===== src/rtl/intensity_writer_pkg.sv =====
// intensity_writer_pkg: shared types and constants for the digipot intensity writer.
package intensity_writer_pkg;

  typedef enum logic [2:0] {
    ST_IDLE,
    ST_LATCH,
    ST_ISSUE,
    ST_WAIT_START,
    ST_WAIT_DONE,
    ST_GAP
  } state_t;

  localparam int          PCT_MAX_DEF  = 100;
  localparam logic [15:0] SCALE_MUL    = 16'd325;
  localparam logic [15:0] SCALE_RND    = 16'd128;
  localparam int          SCALE_SHIFT  = 8;
  localparam logic [6:0]  DIGIPOT_ADDR = 7'h2F;

  // Saturate a percent request at the ceiling.
  function automatic logic [7:0] clamp_pct(input logic [7:0] pct, input logic [7:0] ceil);
    return (pct > ceil) ? ceil : pct;
  endfunction

endpackage


===== src/rtl/intensity_writer_if.sv =====
// intensity_writer_if: start/ready handshake toward the I2C controller.
// enable is a one-cycle start strobe carrying data/addr. The controller
// acknowledges the start by dropping ready and reports completion by
// raising ready again; a new start is only issued while ready is high.
interface intensity_writer_if;
  logic       enable;
  logic [7:0] data;
  logic [6:0] addr;
  logic       ready;

  modport master (output enable, output data, output addr, input ready);
  modport slave  (input enable, input data, input addr, output ready);
endinterface


===== src/rtl/intensity_writer_pct_to_code.sv =====
// pct_to_code: combinational clamp of a percent value and scale to a 7-bit wiper code.
module pct_to_code
  import intensity_writer_pkg::*;
#(
  parameter int PCT_MAX = PCT_MAX_DEF
) (
  input  logic [7:0] pct,
  output logic [6:0] code
);

  logic [7:0]  p;
  logic [15:0] prod;

  // Round-to-nearest of p * 127/100 using a 325/256 fixed-point factor.
  always_comb begin
    p    = clamp_pct(pct, 8'(PCT_MAX));
    prod = 16'(p) * SCALE_MUL + SCALE_RND;
    code = 7'(prod >> SCALE_SHIFT);
  end

endmodule


===== src/rtl/intensity_writer.sv =====
// intensity_writer: turns percent requests into single digipot writes over the
// I2C start/ready handshake, with latest-wins pending request, post-write gap,
// start timeout with retry, and a force_zero safety override.
// Build option: define INTENSITY_DEDUP_EN to skip writes whose code equals code_out.
module intensity_writer
  import intensity_writer_pkg::*;
#(
  parameter int PCT_MAX       = PCT_MAX_DEF,
  parameter int GAP_CYCLES    = 160,
  parameter int START_TIMEOUT = 1600
) (
  input  logic               clk,
  input  logic               reset_n,
  input  logic [7:0]         pct_in,
  input  logic               pct_valid,
  input  logic               force_zero,
  intensity_writer_if.master i2c,
  output logic               busy,
  output logic [6:0]         code_out,
  output logic               err,
  output state_t             state_dbg
);

  localparam logic [15:0] TMO_LAST = 16'(START_TIMEOUT - 1);
  localparam logic [15:0] GAP_LAST = 16'(GAP_CYCLES - 1);
  localparam logic [7:0]  PCT_CEIL = 8'(PCT_MAX);

  state_t      state_q, state_d;
  logic        pending_q;
  logic [7:0]  pend_pct_q;
  logic        fz_q;
  logic [15:0] cnt_q;
  logic [7:0]  data_q;
  logic [6:0]  code_q;
  logic        err_q;

  logic [6:0]  calc_code;
  logic [6:0]  latch_code;
  logic        fz_rise;
  logic        timeout_hit;
  logic        gap_done;
  logic        skip;

  pct_to_code #(.PCT_MAX(PCT_MAX)) u_scale (
    .pct  (pend_pct_q),
    .code (calc_code)
  );

  assign latch_code  = force_zero ? 7'd0 : calc_code;
  assign fz_rise     = force_zero & ~fz_q;
  // A falling ready takes priority over the timeout in the same cycle.
  assign timeout_hit = (state_q == ST_WAIT_START) && i2c.ready && (cnt_q == TMO_LAST);
  assign gap_done    = (state_q == ST_GAP) && (cnt_q == GAP_LAST);

`ifdef INTENSITY_DEDUP_EN
  assign skip = (latch_code == code_q) && !force_zero;
`else
  assign skip = 1'b0;
`endif

  // State register.
  always_ff @(posedge clk or negedge reset_n) begin
    if (!reset_n) state_q <= ST_IDLE;
    else          state_q <= state_d;
  end

  // Next-state logic.
  always_comb begin
    state_d = state_q;
    case (state_q)
      ST_IDLE:       if (pending_q && i2c.ready) state_d = ST_LATCH;
      ST_LATCH:      state_d = skip ? ST_IDLE : ST_ISSUE;
      ST_ISSUE:      state_d = ST_WAIT_START;
      ST_WAIT_START: begin
        if (!i2c.ready)       state_d = ST_WAIT_DONE;
        else if (timeout_hit) state_d = ST_GAP;
      end
      ST_WAIT_DONE:  if (i2c.ready) state_d = ST_GAP;
      ST_GAP:        if (gap_done) state_d = ST_IDLE;
      default:       state_d = ST_IDLE;
    endcase
  end

  // Moore outputs.
  always_comb begin
    i2c.enable = 1'b0;
    busy       = 1'b0;
    i2c.enable = (state_q == ST_ISSUE);
    busy       = (state_q != ST_IDLE) || pending_q;
  end

  // Request capture, timers, issued data and acknowledged code.
  // Later writes to pending_q override earlier ones: a strobe or force_zero
  // edge in the LATCH cycle stays pending for the next transaction.
  always_ff @(posedge clk or negedge reset_n) begin
    if (!reset_n) begin
      pending_q  <= 1'b0;
      pend_pct_q <= '0;
      fz_q       <= 1'b0;
      cnt_q      <= '0;
      data_q     <= '0;
      code_q     <= '0;
      err_q      <= 1'b0;
    end else begin
      fz_q  <= force_zero;
      err_q <= timeout_hit;
      if (state_q != state_d)
        cnt_q <= '0;
      else if (state_q == ST_WAIT_START || state_q == ST_GAP)
        cnt_q <= cnt_q + 16'd1;
      if (state_q == ST_LATCH) begin
        pending_q <= 1'b0;
        data_q    <= {1'b0, latch_code};
      end
      if (timeout_hit) pending_q <= 1'b1;
      if (pct_valid) begin
        pending_q  <= 1'b1;
        pend_pct_q <= clamp_pct(pct_in, PCT_CEIL);
      end
      if (fz_rise) begin
        pending_q  <= 1'b1;
        pend_pct_q <= '0;
      end
      if (state_q == ST_WAIT_DONE && i2c.ready) code_q <= data_q[6:0];
    end
  end

  assign i2c.data  = data_q;
  assign i2c.addr  = DIGIPOT_ADDR;
  assign code_out  = code_q;
  assign err       = err_q;
  assign state_dbg = state_q;

endmodule


===== src/flat_wrapper.sv =====
// flat-port wrapper written by rule: the top's interface ports become plain ports
module intensity_writer_flat import intensity_writer_pkg::*;
#(
  parameter int PCT_MAX       = PCT_MAX_DEF,
  parameter int GAP_CYCLES    = 160,
  parameter int START_TIMEOUT = 1600
)
  (clk, reset_n, pct_in, pct_valid, force_zero, busy, code_out, err, state_dbg, i2c_enable, i2c_data, i2c_addr, i2c_ready);
  intensity_writer_if i2c_i ();
  input  logic clk;
  input  logic reset_n;
  input  logic [7:0] pct_in;
  input  logic pct_valid;
  input  logic force_zero;
  output logic busy;
  output logic [6:0] code_out;
  output logic err;
  output state_t state_dbg;
  output wire logic [$bits(i2c_i.enable)-1:0] i2c_enable;
  output wire logic [$bits(i2c_i.data)-1:0] i2c_data;
  output wire logic [$bits(i2c_i.addr)-1:0] i2c_addr;
  input wire logic [$bits(i2c_i.ready)-1:0] i2c_ready;
  assign i2c_enable = i2c_i.enable;
  assign i2c_data = i2c_i.data;
  assign i2c_addr = i2c_i.addr;
  assign i2c_i.ready = i2c_ready;
  intensity_writer #(.PCT_MAX(PCT_MAX), .GAP_CYCLES(GAP_CYCLES), .START_TIMEOUT(START_TIMEOUT)) u_core (.clk(clk), .reset_n(reset_n), .pct_in(pct_in), .pct_valid(pct_valid), .force_zero(force_zero), .i2c(i2c_i), .busy(busy), .code_out(code_out), .err(err), .state_dbg(state_dbg));
endmodule

===== config.mk =====
export PLATFORM = sky130hd
export DESIGN_NAME = intensity_writer_flat
export DESIGN_NICKNAME = d
export VERILOG_FILES = /design/src/rtl/intensity_writer_pkg.sv /design/src/rtl/intensity_writer_if.sv /design/src/rtl/intensity_writer_pct_to_code.sv /design/src/rtl/intensity_writer.sv /design/src/flat_wrapper.sv
export SDC_FILE = /design/constraint.sdc
export NUM_CORES = 1
export LEC_CHECK = 0
export CORE_AREA = 2 2 95 97
export CTS_BUF_LIST = sky130_fd_sc_hd__clkbuf_4
export DETAILED_ROUTE_END_ITERATION = 7
export DIE_AREA = 0 0 97 99
export PLACE_DENSITY = 0.52
export SLEW_MARGIN = 15
export SYNTH_ARGS = -nofsm -noshare
export SYNTH_HDL_FRONTEND = slang
export SYNTH_SLANG_ARGS = --single-unit
export TNS_END_PERCENT = 100

===== constraint.sdc =====
create_clock -name clk -period 7.95 [get_ports clk]
set_input_delay 1.59 -clock clk [delete_from_list [all_inputs] [get_ports clk]]
set_output_delay 1.59 -clock clk [all_outputs]
set_load 0.02 [all_outputs]

-- After elaboration in Yosys (flattened, before gate mapping)
Cells that the tools add are included.
- register bits: 44
- input port bits: 13
- output and inout bits: 28
- logic and storage cells: 52
- add/sub/neg operators: 2
- multiply operators: 1
- order comparisons: 2
- equal/unequal tests: 8
- muxes and demuxes: 17
- bitwise gates (word level): 2
- reduce and logical (&&, ||, !) cells: 12
- operators with widths (kind ; count):
    $mux 16 ; 2
    $mux 8 ; 4
    $pmux 3 s6 ; 1
    $add 16x1->16 const B ; 1
    $eq 16x11->1 const B ; 1
    $eq 16x8->1 const B ; 1
    $gt 8x7->1 const B ; 2
    $add 15x8->15 const B ; 1
    $mul 8x9->15 const B ; 1
    $mux 3 ; 5
    $mux 7 ; 1
    $eq 3x2->1 const B ; 2
    $eq 3x3->1 const B ; 2
    $logic_and 1x1->1 ; 5
    $mux 1 ; 4
    $reduce_bool 2->1 ; 2
    $reduce_bool 4->1 ; 1
    $eq 3x1->1 const B ; 1
    $logic_not 3->1 ; 1
    $ne 3x3->1 ; 1
    $reduce_bool 3->1 ; 1
    $logic_or 1x1->1 ; 2
    $and 1x1->1 ; 1
    $not 1->1 ; 1

-- Depth between registers and ports, before layout
- depth after elaboration: 8
- mapped depth: 15
- gate-level depth less buffers: 13

-- Modules after synthesis
From an unflattened synthesis, not the netlist that was laid out.
- cell total of the unflattened synthesis: 296
- area, all modules: 2916.5 um^2
- by module, submodules not included (module ; times used ; cells each ; area each (um^2) ; seq. area each (um^2)):
    intensity_writer ; 1 ; 210 ; 2145.8 ; 1101.1
    pct_to_code ; 1 ; 86 ; 770.7 ; 0.0

-- Worst setup path after synthesis
OpenSTA, ideal clock, no wires.
- kind: reg-to-reg
- start: register u_core.pend_pct_q[1]
- end: register u_core.data_q[6] (netlist: u_core.i2c.data[6])
- arrival time: 3495 ps
- required time: 7816 ps
- slack: 4321 ps
- cell stages (with the launch flop): 15
- path buffers: 1
- clock period less this slack: 3629 ps
- path through: dfrtp_1 > o21ai_0 > nand2_1 > a31oi_1 > and2_1 > ha_1 > fa_1 > ha_1 > ha_1 > nand2_1 > or4_4 > buf_6 > a211o_1 > a41oi_1 > o41ai_2
- longest elaborated chain between the ends: 5
- RTL lines (what ; line ; RTL):
    start: declaration ; intensity_writer.sv:30 ; logic [7:0] pend_pct_q;
    start signal: assignment ; intensity_writer.sv:118 ; pend_pct_q <= clamp_pct(pct_in, PCT_CEIL);
    $gt 8x7->1 ; intensity_writer_pkg.sv:21 ; return (pct > ceil) ? ceil : pct;
    $mux 8 (*) ; intensity_writer_pkg.sv:21 ;
    $mul 8x9->15 (*) ; intensity_writer_pct_to_code.sv:17 ; prod = 16'(p) * SCALE_MUL + SCALE_RND;
    $add 15x8->15 (*) ; intensity_writer_pct_to_code.sv:17 ;
    $mux 7 (*) ; intensity_writer.sv:49 ; assign latch_code = force_zero ? 7'd0 : calc_code;
    end signal: assignment ; intensity_writer.sv:113 ; data_q <= {1'b0, latch_code};
    end: declaration ; intensity_writer.sv:33 ; logic [7:0] data_q;
Mark *: on every way between the ends. The rest lies on a longest branch, timed or not.
A chain may end at the register's enable or synchronous reset.

-- Final worst setup path
- start: register u_core.pend_pct_q[0]
- end: register u_core.data_q[1] (netlist: u_core.i2c.data[1])
The elaborated chain is that of the path after synthesis.

==> results_dict.tcl <==
set metrics [dict create \
    slew_viol_final 0 \
    hold_viol 0 \
    drc 0 \
    clkLatencyLatePin_ps 350 \
    rows 34 \
    gp_congestion 0.827 \
    first_pass_iters 4 \
    path_clk_slew_ps 140 \
    core_sq_um 8550 \
    grt_overflow 0 \
    finalSetupViolCount 0 \
    post-cts-setup-buffer-count 0 \
    synth_flop_cell "dfrtp_1" \
    max_slew_margin 0.345 \
    track_usage 0.131 \
    clockRootBuffer "clkbuf_4" \
    tightest_slew_ps 983 \
    ys.warnings.count 0 \
    cts_tree "yes" \
    setup_tns_ps 0 \
    finalNetCount 381 \
    period_minus_slack_ps 3840 \
    cts_resized 0 \
    cap_violations 0 \
    drtIter0Drc 77 \
    hold_depth 1 \
    wl_per_cell_microns 13.5 \
    grt_start_max_net_pins 45 \
    stdcell_area_sq_um 3360 \
    path_max_fanout 6 \
    synth_area_sq_um 2940 \
    synth_edf_count 0 \
    min_to "u_core.code_out[5]" \
    yosysTopAreaCell "dfrtp_1" \
    ys_top_cells_by_area "dfrtp_1 38%, ha_1 12%, nor2_1 4.3%, xor2_1 4.2%, nand2_1 3.5%" \
    vdd_drop_max_v 0.0000577 \
    cts_max_path_buffers 2 \
    vias 2234 \
    finalClockSkew_ps 6.81 \
    antenna_left 0 \
    die_height_microns 99 \
    p_leak_nw 1.51 \
    drive_gt1_frac 0.0774 \
    holdBufCountCts 0 \
    yosysMostFrequentCell "dfrtp_1" \
    port-buffer-count 32 \
    cp-start-kind "flip-flop" \
    timing.fmax_mhz 260 \
    placed_cell_area_sq_um 3310 \
    syn2layout_area_growth_pct 14.5 \
    worstReg2RegEnd "u_core.i2c.data[1]" \
    grt_pass1_wl_microns 10300 \
    cts.sinks 44 \
    rr_startpoint "u_core.pend_pct_q[0]" \
    viasPerCell 5.03 \
    crit_arrival_ps 4100 \
    crit_type "reg -> reg" \
    synthCells 307 \
    r2r_cells 12 \
    io_pins 41 \
    antenna_cells 0 \
    grt_pass1_vias 2166 \
    antenna_found_initial 0 \
    outcome "complete, no violations" \
    synth_cell_types 53 \
    post-route-period-util 0.483 \
    min_from "u_core.code_out[5]" \
    die_area_sq_um 9600 \
    hold_path.class "reg -> reg" \
    yosysTopAreaCellShare 0.375 \
    cts.htree.levels 2 \
    ys_ff_latch 44 \
    numCtsBuffers 5 \
    rsz0062_at_grt "no" \
    die_x_microns 97 \
    synth.avg_cell_area_sq_um 9.56 \
    synthTopCellsByCount "44 x dfrtp_1, 34 x nor2_1, 29 x ha_1" \
    yosysSeqAreaShare 0.375 \
    critPathRequiredTime_ps 8210 \
    initial_core_util 0.343 \
    routed_wl_microns 5990 \
    crit_path_end_kind "flip-flop" \
    dpl.hpwl_microns 4570 \
    synthArstFlopShare 1.00 \
    rrSetupSlack_ps 4110 \
    p_per_area_nw_per_um2 231 \
]
[layer usage]
metal  track usage  up-vias  routed length (microns)
li1              -     1131                        -
met4        0.0358        0                       55
met3        0.0234        5                      177
met2         0.207       30                     2740
met5             0        -                        0
met1         0.184     1068                     3010
[logic make-up after synthesis]
family,Yosys count,synth area share
compound gates,50,0.127
xor+xnor,21,0.0627
fa+ha+maj,33,0.151
buf+inv,29,0.0503
flops,44,0.375
mux,7,0.0269
other cells,2,0.00256
simple gates,121,0.205
[cell type report]
class	instances	area [sq um]
Fill cell	856	5190
Multi-Input combinational cell	243	1720
Sequential cell	44	1100
Timing Repair Buffer	32	315
Tap cell	108	135
Clock buffer	5	37.5
Inverter	9	33.8
Clock inverter	3	17.5
[worst max-delay path: stages, from the launching register on]
cell and delay [ps]:
dfrtp_1 420, o21ai_0 140, nand2_1 70, a31oi_1 300, and2_1 220, ha_1 280
fa_1 430, ha_1 290, ha_1 320, a31oi_1 470, a21boi_0 240, or3_1 340
a32o_1 240
[cells in the final DEF, fill, tap and decap left out, types with 2 or more instances in the layout]
cell type	synthesis	routed
nand4_1	7	7
a31oi_1	2	2
nand2b_1	2	2
xor2_1	14	14
nand2_1	27	27
clkbuf_4	0	5
dfrtp_1	44	44
conb_1	2	11
nor3b_1	2	2
nor4_1	3	3
nor3_1	5	5
and2_1	2	2
nor2_1	34	34
xnor2_1	7	7
inv_1	9	9
clkdlybuf4s50_1	0	31
nor2b_1	5	5
ha_1	29	29
o21ai_0	9	9
mux2_2	7	7
fa_1	4	4
a2111o_1	2	2
a32o_1	4	4
a211oi_1	4	4
a21oi_1	12	12
or2_2	4	4
nand3_1	14	14
a21o_1	3	3
and2_2	2	2
nand4b_1	2	2
or3_1	7	7
[state kept, by name, indices dropped and copies added, names as in the netlist]
name / cells
u_core.state_dbg: 3
u_core.i2c.data: 7
u_core.pending_q: 1
u_core.code_out: 7
u_core.pend_pct_q: 8
u_core.err: 1
u_core.fz_q: 1
u_core.cnt_q: 16
[how the worst max path moves through the flow]
stage	startpoint	cells after the start	end	slack, ps
after floorplan	u_core.pend_pct_q[1]	14	u_core.i2c.data[6]	4320
after global placement	u_core.pend_pct_q[1]	12	u_core.i2c.data[1]	4200
after detailed placement	u_core.pend_pct_q[0]	12	u_core.i2c.data[1]	4150
after CTS	u_core.pend_pct_q[0]	12	u_core.i2c.data[1]	4130
after global routing	u_core.pend_pct_q[0]	12	u_core.i2c.data[1]	3810
final	u_core.pend_pct_q[0]	12	u_core.i2c.data[1]	4110
[where the power goes]
part | total (mW) | switching, mW | leakage, nW | internal (mW)
clock network | 0.111 | 0.0766 | 0.0330 | 0.0343
registers | 0.308 | 0.0451 | 0.584 | 0.263
logic | 0.357 | 0.199 | 0.889 | 0.158
total | 0.776 | 0.320 | 1.51 | 0.456
[stage by stage]
stage | setup slack, ps | cells | utilization | hold WS [ps] | power [mW]
5_1_grt | 3810 | 444 | 0.393 | 552 | 0.840
4_1_cts | 4130 | 444 | 0.393 | 534 | 0.789
6_report | 4110 | 444 | 0.393 | 527 | 0.776
3_5_place_dp | 4150 | 436 | 0.387 | 502 | 0.673
2_1_floorplan | 4320 | 316 | - | 485 | 0.543
3_3_place_gp | 4200 | 436 | 0.387 | 492 | 0.673
No activity file was read; power rests on OpenSTA's default activity.
